File: src/rtl/route_pkg.sv
`default_nettype none
// ============================================================================
//  Module      : route_pkg
//  Description : Shared header-field positions, port indices and output-stage
//                state encoding for the buffered XY route unit.
//  Revision    : 1.0
// ============================================================================
package route_pkg;

    // Header bit positions; field widths come from HOP_W / COORD_W.
    localparam int c_dir_x_bit = 62;
    localparam int c_dir_y_bit = 61;
    localparam int c_hop_x_lsb = 52;
    localparam int c_hop_y_lsb = 48;
    localparam int c_src_x_lsb = 40;
    localparam int c_src_y_lsb = 32;

    localparam int c_port_l    = 0;
    localparam int c_port_r    = 1;
    localparam int c_port_u    = 2;
    localparam int c_port_d    = 3;
    localparam int c_port_pe   = 4;
    localparam int c_num_ports = 5;

    typedef enum logic [0:0] {
        IDLE = 1'b0,
        HOLD = 1'b1
    } out_state_t;

endpackage
`default_nettype wire

File: src/rtl/flit_fifo.sv
`default_nettype none
// ============================================================================
//  Module      : flit_fifo
//  Description : Synchronous show-ahead FIFO; rdata is the head entry whenever
//                o_empty is low. Simultaneous push and pop keep the count.
//  Revision    : 1.0
// ============================================================================
module flit_fifo #(
    parameter int DATA_WIDTH = 64,
    parameter int FIFO_DEPTH = 4
) (
    input  logic                          clk,
    input  logic                          rst,
    input  logic                          i_push,
    input  logic [DATA_WIDTH-1:0]         i_wdata,
    input  logic                          i_pop,
    output logic [DATA_WIDTH-1:0]         o_rdata,
    output logic                          o_full,
    output logic                          o_empty,
    output logic [$clog2(FIFO_DEPTH):0]   o_count
);

    localparam int                 c_aw       = $clog2(FIFO_DEPTH);
    localparam logic [c_aw-1:0]    c_ptr_one  = (c_aw)'(1);
    localparam logic [c_aw:0]      c_cnt_one  = (c_aw+1)'(1);
    localparam logic [c_aw:0]      c_full_cnt = (c_aw+1)'(FIFO_DEPTH);

    logic [DATA_WIDTH-1:0] r_mem [FIFO_DEPTH];
    logic [c_aw-1:0]       r_wptr;
    logic [c_aw-1:0]       r_rptr;
    logic [c_aw:0]         r_count;
    logic                  w_push;
    logic                  w_pop;

    assign o_full  = (r_count == c_full_cnt);
    assign o_empty = (r_count == '0);
    assign o_count = r_count;
    assign o_rdata = r_mem[r_rptr];

    // Writes into a full FIFO and reads from an empty one are dropped here.
    assign w_push = i_push & ~o_full;
    assign w_pop  = i_pop  & ~o_empty;

    always_ff @(posedge clk) begin
        if (w_push) begin
            r_mem[r_wptr] <= i_wdata;
        end
    end

    always_ff @(posedge clk) begin
        if (rst) begin
            r_wptr  <= '0;
            r_rptr  <= '0;
            r_count <= '0;
        end else begin
            if (w_push) begin
                r_wptr <= r_wptr + c_ptr_one;
            end
            if (w_pop) begin
                r_rptr <= r_rptr + c_ptr_one;
            end
            case ({w_push, w_pop})
                2'b10:   r_count <= r_count + c_cnt_one;
                2'b01:   r_count <= r_count - c_cnt_one;
                default: r_count <= r_count;
            endcase
        end
    end

endmodule
`default_nettype wire

File: src/rtl/route_buffer_unit.sv
`default_nettype none
// ============================================================================
//  Module      : route_buffer_unit
//  Description : Input FIFO feeding a registered XY-route request stage; the
//                head flit is held on out_req/out_data until granted.
//  Revision    : 1.0
// ============================================================================
module route_buffer_unit
    import route_pkg::*;
#(
    parameter int                 DATA_WIDTH = 64,
    parameter int                 COORD_W    = 8,
    parameter int                 HOP_W      = 4,
    parameter int                 FIFO_DEPTH = 4,
    parameter logic [COORD_W-1:0] CUR_X      = '0,
    parameter logic [COORD_W-1:0] CUR_Y      = '0
) (
    input  logic                        clk,
    input  logic                        reset,
    input  logic                        in_valid,
    output logic                        in_ready,
    input  logic [DATA_WIDTH-1:0]       in_data,
    output logic [4:0]                  out_req,
    input  logic [4:0]                  out_gnt,
    output logic [DATA_WIDTH-1:0]       out_data,
    output logic [$clog2(FIFO_DEPTH):0] fifo_count
);

    // Sums wrap modulo 2^COORD_W; the left/down case compares mirrored.
    function automatic logic [c_num_ports-1:0] route_decode(
        input logic               dir_x,
        input logic               dir_y,
        input logic [COORD_W-1:0] hop_x,
        input logic [COORD_W-1:0] hop_y,
        input logic [COORD_W-1:0] src_x,
        input logic [COORD_W-1:0] src_y
    );
        logic [c_num_ports-1:0] req;
        logic [COORD_W-1:0]     sum_x;
        logic [COORD_W-1:0]     sum_y;
        logic                   x_done;
        logic                   y_done;
        req    = '0;
        sum_x  = dir_x ? (src_x + hop_x) : (CUR_X + hop_x);
        sum_y  = dir_y ? (src_y + hop_y) : (CUR_Y + hop_y);
        x_done = dir_x ? (sum_x == CUR_X) : (sum_x == src_x);
        y_done = dir_y ? (sum_y == CUR_Y) : (sum_y == src_y);
        if (!x_done) begin
            req[dir_x ? c_port_r : c_port_l] = 1'b1;
        end else if (!y_done) begin
            req[dir_y ? c_port_u : c_port_d] = 1'b1;
        end else begin
            req[c_port_pe] = 1'b1;
        end
        return req;
    endfunction

    logic [DATA_WIDTH-1:0]  w_head;
    logic                   w_full;
    logic                   w_empty;
    logic                   w_pop;
    logic                   w_consume;
    logic [c_num_ports-1:0] w_head_req;

    out_state_t             r_state;
    logic [c_num_ports-1:0] r_out_req;
    logic [DATA_WIDTH-1:0]  r_out_data;

    flit_fifo #(
        .DATA_WIDTH (DATA_WIDTH),
        .FIFO_DEPTH (FIFO_DEPTH)
    ) u_fifo (
        .clk     (clk),
        .rst     (reset),
        .i_push  (in_valid),
        .i_wdata (in_data),
        .i_pop   (w_pop),
        .o_rdata (w_head),
        .o_full  (w_full),
        .o_empty (w_empty),
        .o_count (fifo_count)
    );

    assign w_head_req = route_decode(
        w_head[c_dir_x_bit],
        w_head[c_dir_y_bit],
        COORD_W'(w_head[c_hop_x_lsb +: HOP_W]),
        COORD_W'(w_head[c_hop_y_lsb +: HOP_W]),
        w_head[c_src_x_lsb +: COORD_W],
        w_head[c_src_y_lsb +: COORD_W]
    );

    // Only a grant bit matching the held request retires the flit.
    assign w_consume = (r_state == HOLD) && ((out_gnt & r_out_req) != '0);
    assign w_pop     = ~w_empty && ((r_state == IDLE) || w_consume);

    always_ff @(posedge clk) begin
        if (reset) begin
            r_state    <= IDLE;
            r_out_req  <= '0;
            r_out_data <= '0;
        end else begin
            case (r_state)
                IDLE: begin
                    if (!w_empty) begin
                        r_out_req  <= w_head_req;
                        r_out_data <= w_head;
                        r_state    <= HOLD;
                    end
                end
                HOLD: begin
                    if (w_consume) begin
                        if (!w_empty) begin
                            r_out_req  <= w_head_req;
                            r_out_data <= w_head;
                        end else begin
                            r_out_req  <= '0;
                            r_out_data <= '0;
                            r_state    <= IDLE;
                        end
                    end
                end
                default: begin
                    r_out_req  <= '0;
                    r_out_data <= '0;
                    r_state    <= IDLE;
                end
            endcase
        end
    end

    assign in_ready = ~w_full;
    assign out_req  = r_out_req;
    assign out_data = r_out_data;

endmodule
`default_nettype wire
File: config.mk
export PLATFORM = sky130hd
export DESIGN_NAME = route_buffer_unit
export DESIGN_NICKNAME = d
export VERILOG_FILES = /design/src/rtl/route_pkg.sv /design/src/rtl/flit_fifo.sv /design/src/rtl/route_buffer_unit.sv
export SDC_FILE = /design/constraint.sdc
export NUM_CORES = 1
export LEC_CHECK = 0
export BUFFER_PORTS_ARGS = -buffer_cell sky130_fd_sc_hd__buf_2
export CAP_MARGIN = 20
export CORE_MARGIN = 2
export CORE_UTILIZATION = 31
export DETAILED_ROUTE_END_ITERATION = 8
export GPL_ROUTABILITY_DRIVEN = 0
export PLACE_DENSITY_LB_ADDON = 0.1
export SLEW_MARGIN = 20
export SYNTH_ARGS = -nofsm -noshare
export SYNTH_HDL_FRONTEND = slang
export SYNTH_SLANG_ARGS = --single-unit
File: constraint.sdc
create_clock -name clk -period 5.7 [get_ports clk]
set_input_delay 0.57 -clock clk [delete_from_list [all_inputs] [get_ports clk]]
set_output_delay 0.57 -clock clk [all_outputs]
set_load 0.01 [all_outputs]
==> flow_summary.ini, run 1 <==
[place]
place_inst = 1353
dp_hpwl_mm = 17.9
portBuffers = 144
pre_cts_slack_ns = 2.23

[critical_path]
path_buf_inv = 1
cp.required_ns = 6.16
crit_path_start_kind = register
crit_path_end_kind = register
r2r-end = out_req[2]$_SDFFE_PP0P_
critPathArrivalTime_ns = 3.86
reg2reg_depth = 11
crit_chain = mux4_2 -> ha_1 -> inv_1 -> fa_1 -> nor2b_1 -> o21a_1 -> or3_1 -> a21o_1 -> a211oi_2 -> a31oi_1 -> o31ai_2
crit_type = reg -> reg
path_max_fanout = 34
r2r_slack_ns = 2.30
cpPeakStageDelay_ns = 0.83
crit_path_top_delay_cell = dfxtp_4
crit_family = compound AO/OA/AOI/OAI gates

[clocking]
clock_tree.buffer_depth = 3
clkSinkCount = 335
cts_hold_buf = 0
post_cts_resized = 0
cts_tree = yes
h-tree-depth = 2
cts_made_buffers = 38
post_cts_buffers = 0
clkLatencyLatePin_ns = 0.54
clkSlewWorstSetupHoldPaths_ns = 0.06
cts_root_buf = clkbuf_16

[global_route]
grt_pass1_wl_mm = 45.5
antenna_found_initial = 6
grt_pass1_vias = 7240
overflow = 0
grt_max_degree = 67
grtUsageTotal = 0.146

[worst_hold_path]
hp-class = in -> reg
min_to = u_fifo.r_mem[0][41]$_DFFE_PP_
min_from = in_data[41]
hold_depth = 1

[outcome]
status = completed

[layout]
fillCellCount = 3719
final_cells = 1423
mostFrequentLayoutCells = edfxtp_1, buf_2, nor2_1
area.growth.synth_to_final_pct = 20.4
mostFrequentLayoutCell = edfxtp_1
drive_above_1_share = 0.316
finalNetCount = 956

[timing]
rsz0062_at_grt = false
slew_headroom = 0.350
drv_slew = 0
timing.fmax_mhz = 294
setup_slack_ns = 2.30
tightest_slew_ns = 0.976
skew_ns = 0.0220
period_needed_ns = 3.40
fin_crit_sh = 0.597
hold_viol_final = 0
finalSetupViolations = 0
finalSetupTns_ns = 0

[logic_synthesis]
yosys_warnings = 0
ys_seq_elements = 335
synthArstFlopShare = 0
syn_area_um2 = 12600
dominantRegCellSynth = edfxtp_1
synth_cell_type_count = 45
synth_fp_nets = 797
syn_inst = 709
synth_area_per_cell_um2 = 17.8
ys_seq_area_frac = 0.735
synth-edff-count = 256

[power_and_ir_drop]
p_switching_uw = 2510
power_leakage_uw = 0.00529
intPower_uw = 5400
p_seq_frac = 0.417
max-vdd-ir-drop_v = 0.000263
p_comb_frac = 0.284
power_density_nw_per_um2 = 522
swShare = 0.317
power_frac_clock = 0.300

[routing]
dr_total_vias = 6888
antenna_left = 0
wl_mm = 30.5
viasPerCell = 4.84
drcViolationCount = 0
first_pass_iters = 5
routedWlPerCell_um = 21.4
dr.first_iter.drc_count = 370

[floorplan]
core_um2 = 39900
io_pins = 145
dieHeight_um = 206
die_x_um = 206
num_rows = 73
initial_core_util = 0.316
dieArea_um2 = 42300

[run]
cap_violations = 0
[metal layers]
layer | up-vias | GRT usage | part of all wire
met1 | 3555 | 0.196 | 0.46
met5 | - | 0 | 0.00069
met2 | 144 | 0.236 | 0.47
li1 | 3134 | - | -
met3 | 51 | 0.0322 | 0.048
met4 | 4 | 0.0470 | 0.021
[worst register-to-register path: cells and delay by family (launching register included)]
| kind | cells | cell delay, ns |
|---|---|---|
| mux | 1 | 0.66 |
| fa+ha+maj | 2 | 0.45 |
| flops | 1 | 0.83 |
| compound gates | 5 | 0.92 |
| buf+inv | 1 | 0.08 |
| simple gates | 2 | 0.41 |
[cell type report]
class                           instances  area [um^2]  share of cell area
Clock buffer                           55         1070              0.0702
Multi-Input combinational cell        324         3180               0.209
Sequential cell                       335         9280               0.611
Timing Repair Buffer                  156          811              0.0534
Tap cell                              525          657              0.0433
Inverter                               13         48.8             0.00321
Antenna cell                            2         5.00            0.000330
Clock inverter                         13          141             0.00931
[how the worst max path moves through the flow]
stage	depth (start not counted)	start	end	slack, ns
floorplan	13	register	out_req[3]$_SDFFE_PP0P_	2.66
global placement	11	register	out_req[3]$_SDFFE_PP0P_	2.24
detailed placement	11	register	out_req[2]$_SDFFE_PP0P_	2.23
CTS	11	register	out_req[2]$_SDFFE_PP0P_	2.22
global route	11	register	out_req[4]$_SDFFE_PP0P_	2.02
finish	11	register	out_req[2]$_SDFFE_PP0P_	2.30
[Yosys cell counts (all sizes together), types with 5 or more instances]
cell    count  area [um^2]
o21ai       5         25.0
and3        5         31.3
ha         13          163
xnor2      10         87.6
nor2       78          293
nor3        6         30.0
nand2      13         48.8
clkbuf     24         90.1
a22oi      65          488
mux4       64         1440
edfxtp    256         7690
inv        12         45.0
a21oi       8         40.0
xor2        7         61.3
buf        13         73.8
dfxtp      79         1580
[power by group through the flow]
stage	combinational, uW	clock (uW)	sequential (uW)
floorplan	1500	0	3320
detailed placement	2290	0	3360
finish	2240	2370	3300
CTS	2300	2460	3320
global route	2490	2550	3360
global placement	2290	0	3360
[through the flow]
stage / instance area [um^2] / hold WS, ns / utilization / total power [uW]
after floorplan: 12600 / 0.469 / - / 4820
after global placement: 14000 / 0.449 / 0.350 / 5650
after detailed placement: 14000 / 0.449 / 0.350 / 5660
after CTS: 15200 / 0.203 / 0.380 / 8080
after global routing: 15200 / 0.222 / 0.380 / 8390
final: 15200 / 0.246 / 0.380 / 7920
[logic make-up after synthesis]
kind of cell	synth area share
compound gates	0.0610
flops	0.735
simple gates	0.0402
xor+xnor	0.0118
fa+ha+maj	0.0177
mux	0.117
buf+inv	0.0169
[registers in the layout (all words and copies together), names as in the netlist, named ones only]
signal,cells
out_data,64
r_state,1
u_fifo.r_mem,256
u_fifo.o_count,3
u_fifo.r_rptr,2
out_req,5
u_fifo.r_wptr,2
Note: power is estimated with default switching activity, not from simulation.
==> run 2, diff against run 1 <==
clock period = 3.45 ns   (was 5.7 ns; I/O delays follow)
==> run 2 against run 1 <==
Register-to-register slack worse by 1.9 ns. Sequential cell count unchanged. Sequential power is 63% higher. Routed wire length up 0.92%. Hold slack worse by 0.21 ns. Combinational power is 76% higher. Non-clock buffer count increased by 44. Via count increased by 2.2%. Largest cell class unchanged. Fmax increased by 9.8%. Clock power grew 77%. Final cell count increased by 3.2%.
==> flow_summary.ini, run 2 (synthesis gave the netlist of run 1 again) <==
[outcome]
status = completed

[floorplan]
initial_core_util = 0.316
dieHeight_um = 206
num_rows = 73
die_x_um = 206
dieArea_um2 = 42300
io_pins = 145
core_um2 = 39900

[layout]
fillCellCount = 3707
mostFrequentLayoutCells = edfxtp_1, buf_2, nor2_1
register_area_um2 = 9280
drive_above_1_share = 0.311
design_area_um2 = 15800
multi_input_area_um2 = 3180
final_cells = 1469
mostFrequentLayoutCell = edfxtp_1
largest_reg_flops = 256
regMostFlops = u_fifo.r_mem
finalNetCount = 1001
diodes = 0
area.growth.synth_to_final_pct = 25.3

[routing]
antenna_left = 0
routedWlPerCell_um = 20.9
viasPerCell = 4.79
wl_mm = 30.8
dr.first_iter.drc_count = 310
first_pass_iters = 4
dr_total_vias = 7037
drcViolationCount = 0

[critical_path]
cpPeakStageDelay_ns = 0.57
critPathArrivalTime_ns = 3.57
crit_type = reg -> reg
crit_chain = buf_4 -> mux4_2 -> ha_1 -> inv_1 -> fa_1 -> nor2b_1 -> o21a_1 -> nor3_1 -> o211ai_1 -> nor4_1 -> mux2i_1 -> o21ai_1
crit_path_start_kind = register
cp.required_ns = 3.92
path_max_fanout = 10
crit_path_top_delay_cell = mux4_2
crit_path_end_kind = register

[global_route]
grt_max_degree = 67
overflow = 0
grt_pass1_wl_mm = 46.3
grt_pass1_vias = 7479
grtUsageTotal = 0.149
antenna_found_initial = 3

[place]
portBuffers = 144
dp_hpwl_mm = 17.9
place_inst = 1356
dpl_cell_area_um2 = 14100

[clocking]
cts_root_buf = clkbuf_16
clkSinkCount = 335
h-tree-depth = 2
post_cts_buffers = 0
clkSlewWorstSetupHoldPaths_ns = 0.06
post_cts_resized = 0
clock_tree.buffer_depth = 3
clkLatencyLatePin_ns = 0.55
cts_hold_buf = 41
cts_tree = yes
cts_made_buffers = 39

[timing]
timing.fmax_mhz = 323
finalSetupViolations = 0
skew_ns = 0.0223
drv_slew = 0
slew_headroom = 0.509
hold_viol_final = 0
rsz0062_at_grt = false
period_needed_ns = 3.10
tightest_slew_ns = 0.731
fin_crit_sh = 0.899
finalSetupTns_ns = 0

[power_and_ir_drop]
max-vdd-ir-drop_v = 0.000409
power_density_nw_per_um2 = 855
power_leakage_uw = 0.00556

[run]
cap_violations = 0

[worst_hold_path]
hp-class = in -> reg
[run 2: worst max-delay path: cells and delay by family, from the launching register on]
| family | cells | cell delay [ns] |
|---|---|---|
| flip-flops | 1 | 0.47 |
| buffers and inverters | 2 | 0.33 |
| AO/OA/AOI/OAI | 3 | 0.47 |
| multiplexers | 2 | 0.71 |
| AND/OR/NAND/NOR | 3 | 0.60 |
| adder cells (fa/ha/maj) | 2 | 0.46 |
[run 2: power by group]
part | leakage, uW | total, uW | switching (uW) | internal (uW)
registers | 0.00300 | 5370 | 340 | 5030
logic | 0.00192 | 3940 | 2300 | 1640
clock network | 0.000644 | 4200 | 1630 | 2570
total | 0.00556 | 13500 | 4270 | 9240
[run 2: layer usage]
metal	part of all wire	vias up	global-route usage
met3	0.056	42	0.0379
met4	0.020	2	0.0480
met1	0.46	3584	0.200
met2	0.46	176	0.235
met5	0.00042	-	0
li1	-	3233	-
[run 2: metrics by stage]
stage	hold slack, ns	worst slack (ns)	total power, uW	utilization
floorplan	0.444	0.406	7960	-
global placement	0.445	0.368	9460	0.352
detailed placement	0.459	0.369	9450	0.352
CTS	0.000177	0.331	13800	0.396
global route	0.00313	0.0619	14300	0.396
finish	0.0347	0.349	13500	0.396
[run 2: path summary, 6_finish.rpt]
path,startpoint,end,slack [ns],depth (start not counted)
setup / recovery,register,out_req[4]$_SDFFE_PP0P_,0.35,12
hold / removal,in_data[37],u_fifo.r_mem[1][37]$_DFFE_PP_,0.03,1
setup reg to reg,register,out_req[4]$_SDFFE_PP0P_,0.35,12
hold reg to reg,out_data[62]$_SDFFE_PP0P_,out_data[62]$_SDFFE_PP0P_,0.46,2
[run 2: cell type report]
cell class	count	area share
Clock inverter	15	0.0123
Timing Repair Buffer	200	0.0835
Inverter	13	0.00309
Tap cell	525	0.0416
Clock buffer	57	0.0712
Multi-Input combinational cell	324	0.201
Sequential cell	335	0.587
==> run 3, diff against run 2 <==
SYNTH_HIERARCHICAL = 1   (was not set)
==> run 3 against run 2 <==
Clock-buffer cell count rose by 1. Largest power group unchanged. Clock power is 4% lower. Critical path depth down 4. First-iteration DRC count rose by 24%. Sequential share of layout area decreased by 0.96 points. Non-clock buffer count increased by 13. Power rose by 1.1%. Register-to-register slack improved by 0.05 ns. Routed wire length rose by 3.0%. Die area is 3.0% higher.
==> flow_summary.ini, run 3 <==
[floorplan]
dieArea_um2 = 43600
core_um2 = 41700
die_x_um = 209
dieHeight_um = 209
initial_core_util = 0.312
num_rows = 75
io_pins = 145

[power_and_ir_drop]
power_density_nw_per_um2 = 850
max-vdd-ir-drop_v = 0.000484
power_leakage_uw = 0.00568

[routing]
viasPerCell = 4.78
antenna_left = 0
first_pass_iters = 4
dr_total_vias = 7212
drcViolationCount = 0
routedWlPerCell_um = 21.0
dr.first_iter.drc_count = 383
wl_mm = 31.7

[logic_synthesis]
synth_common_cells = edfxtp_1, dfxtp_1, nor2_1
ys_seq_elements = 335
syn_inst = 729
synth_area_leader_cell = edfxtp_1
yosys_warnings = 6
synth_cell_type_count = 61
synthArstFlopShare = 0
synthAdderAreaFrac = 0.0171
synthMuxAreaShare = 0.117
yosysTopAreaCellShare = 0.591
synth_top_family_by_area = multiplexers
synth_area_leaders = edfxtp_1, dfxtp_1, mux4_2
dominantRegCellSynth = edfxtp_1
synth_fp_nets = 817
synth-edff-count = 256
yosysMostFrequentCell = edfxtp_1
synth_xor_area_frac = 0.00943
syn_area_um2 = 13000
ys_seq_area_frac = 0.713
synth_compound_area_frac = 0.0706
synth_simple_gate_area_share = 0.0431
synth_area_per_cell_um2 = 17.8

[place]
dp_hpwl_mm = 18.9
portBuffers = 144

[critical_path]
cp_num_cells = 8
r2r-end = out_req[4]$_SDFFE_PP0P_
crit_type = reg -> reg
reg2reg_depth = 8
crit_family = compound AO/OA/AOI/OAI gates
crit_path_start_kind = register
path_max_fanout = 11
crit_path_end_kind = register
path_buf_inv = 1
r2r_slack_ns = 0.40
crit_chain = buf_4 -> mux4_2 -> ha_1 -> or2_4 -> a2111oi_4 -> o2bb2ai_2 -> o2111ai_2 -> a221oi_2
cpPeakStageDelay_ns = 0.57
critPathArrivalTime_ns = 3.49
crit_path_top_delay_cell = mux4_2
crit_end = out_req[4]$_SDFFE_PP0P_
cp.required_ns = 3.89

[layout]
drive_above_1_share = 0.313
regMostFlops = u_fifo/r_mem
largest_reg_flops = 256
finalNetCount = 1031
area.growth.synth_to_final_pct = 23.5
mostFrequentLayoutCell = edfxtp_1
mostFrequentLayoutCells = edfxtp_1, buf_2, nor2_1, dfxtp_1, a22oi_1

[timing]
timing.fmax_mhz = 328
finalSetupTns_ns = 0
rsz0062_at_grt = false
tightest_slew_ns = 0.971
hold_viol_final = 0
fin_crit_sh = 0.885
slew_headroom = 0.352
holdWs_ns = 0.0342
drv_slew = 0
skew_ns = 0.0151
finalSetupViolations = 0
period_needed_ns = 3.05

[clocking]
h-tree-depth = 2
clkSinkCount = 335
clkSlewWorstSetupHoldPaths_ns = 0.06
cts_root_buf = clkbuf_16
clock_tree.buffer_depth = 3
cts_tree = yes
clkLatencyLatePin_ns = 0.54
post_cts_resized = 0
cts_made_buffers = 38

[run]
cap_violations = 0

[global_route]
grt_pass1_wl_mm = 48.0
antenna_found_initial = 3
grt_max_degree = 66
overflow = 0
grt_pass1_vias = 7533
grtUsageTotal = 0.147

[worst_hold_path]
min_from = in_data[45]
hp-class = in -> reg

[outcome]
status = completed
[run 3: worst min path at each step]
| stage | end | slack [ns] | depth (start not counted) |
|---|---|---|---|
| after global routing | u_fifo/r_mem[1][13]$_DFFE_PP_ | 0.01 | 1 |
| final | u_fifo/r_mem[1][45]$_DFFE_PP_ | 0.03 | 1 |
| after global placement | out_data[62]$_SDFFE_PP0P_ | 0.46 | 2 |
| after detailed placement | out_data[62]$_SDFFE_PP0P_ | 0.46 | 2 |
| after CTS | u_fifo/r_mem[2][49]$_DFFE_PP_ | 0.003 | 1 |
| after floorplan | u_fifo/r_mem[0][0]$_DFFE_PP_ | 0.44 | 0 |
[run 3: power by group]
group	internal, uW	total, uW	switching (uW)
logic	1800	4330	2530
clock network	2490	4040	1550
registers	4970	5280	310
[run 3: logic make-up after synthesis]
logic type	after synthesis
and+or+nand+nor	121
DFF	335
AOI/OAI and AO/OA	114
buffers and inverters	59
adders and majority gates	16
xor gates and xnor gates	14
muxes	70
[run 3: timing repair]
action	4_1_cts	5_1_grt
hold buffers	47	0
setup buffers	0	0
hold endpoints to repair	176	0
[run 3: layer usage]
layer | up-vias | routed length [um] | track usage
met2 | 153 | 15000 | 0.238
met1 | 3675 | 14300 | 0.197
met4 | 4 | 689 | 0.0419
li1 | 3335 | - | -
met5 | - | 22 | 0
met3 | 45 | 1640 | 0.0377
[run 3: layout make-up]
class,instances,area (um^2)
Inverter,20,75.1
Tap cell,539,674
Clock inverter,9,148
Fill cell,3936,25600
Timing Repair Buffer,213,1420
Multi-Input combinational cell,335,3360
Clock buffer,58,1100
Antenna cell,1,2.50
Sequential cell,335,9280
[run 3: per-stage QoR]
stage	power (uW)	instances	util	setup slack [ns]	instance area (um^2)
6_report	13600	1510	0.385	0.398	16100
5_1_grt	14500	1510	0.385	0.198	16100
4_1_cts	13900	1509	0.385	0.345	16100
3_5_place_dp	9760	1395	0.344	0.355	14300
3_3_place_gp	9760	1395	0.344	0.440	14300
2_1_floorplan	8380	729	-	0.550	13000
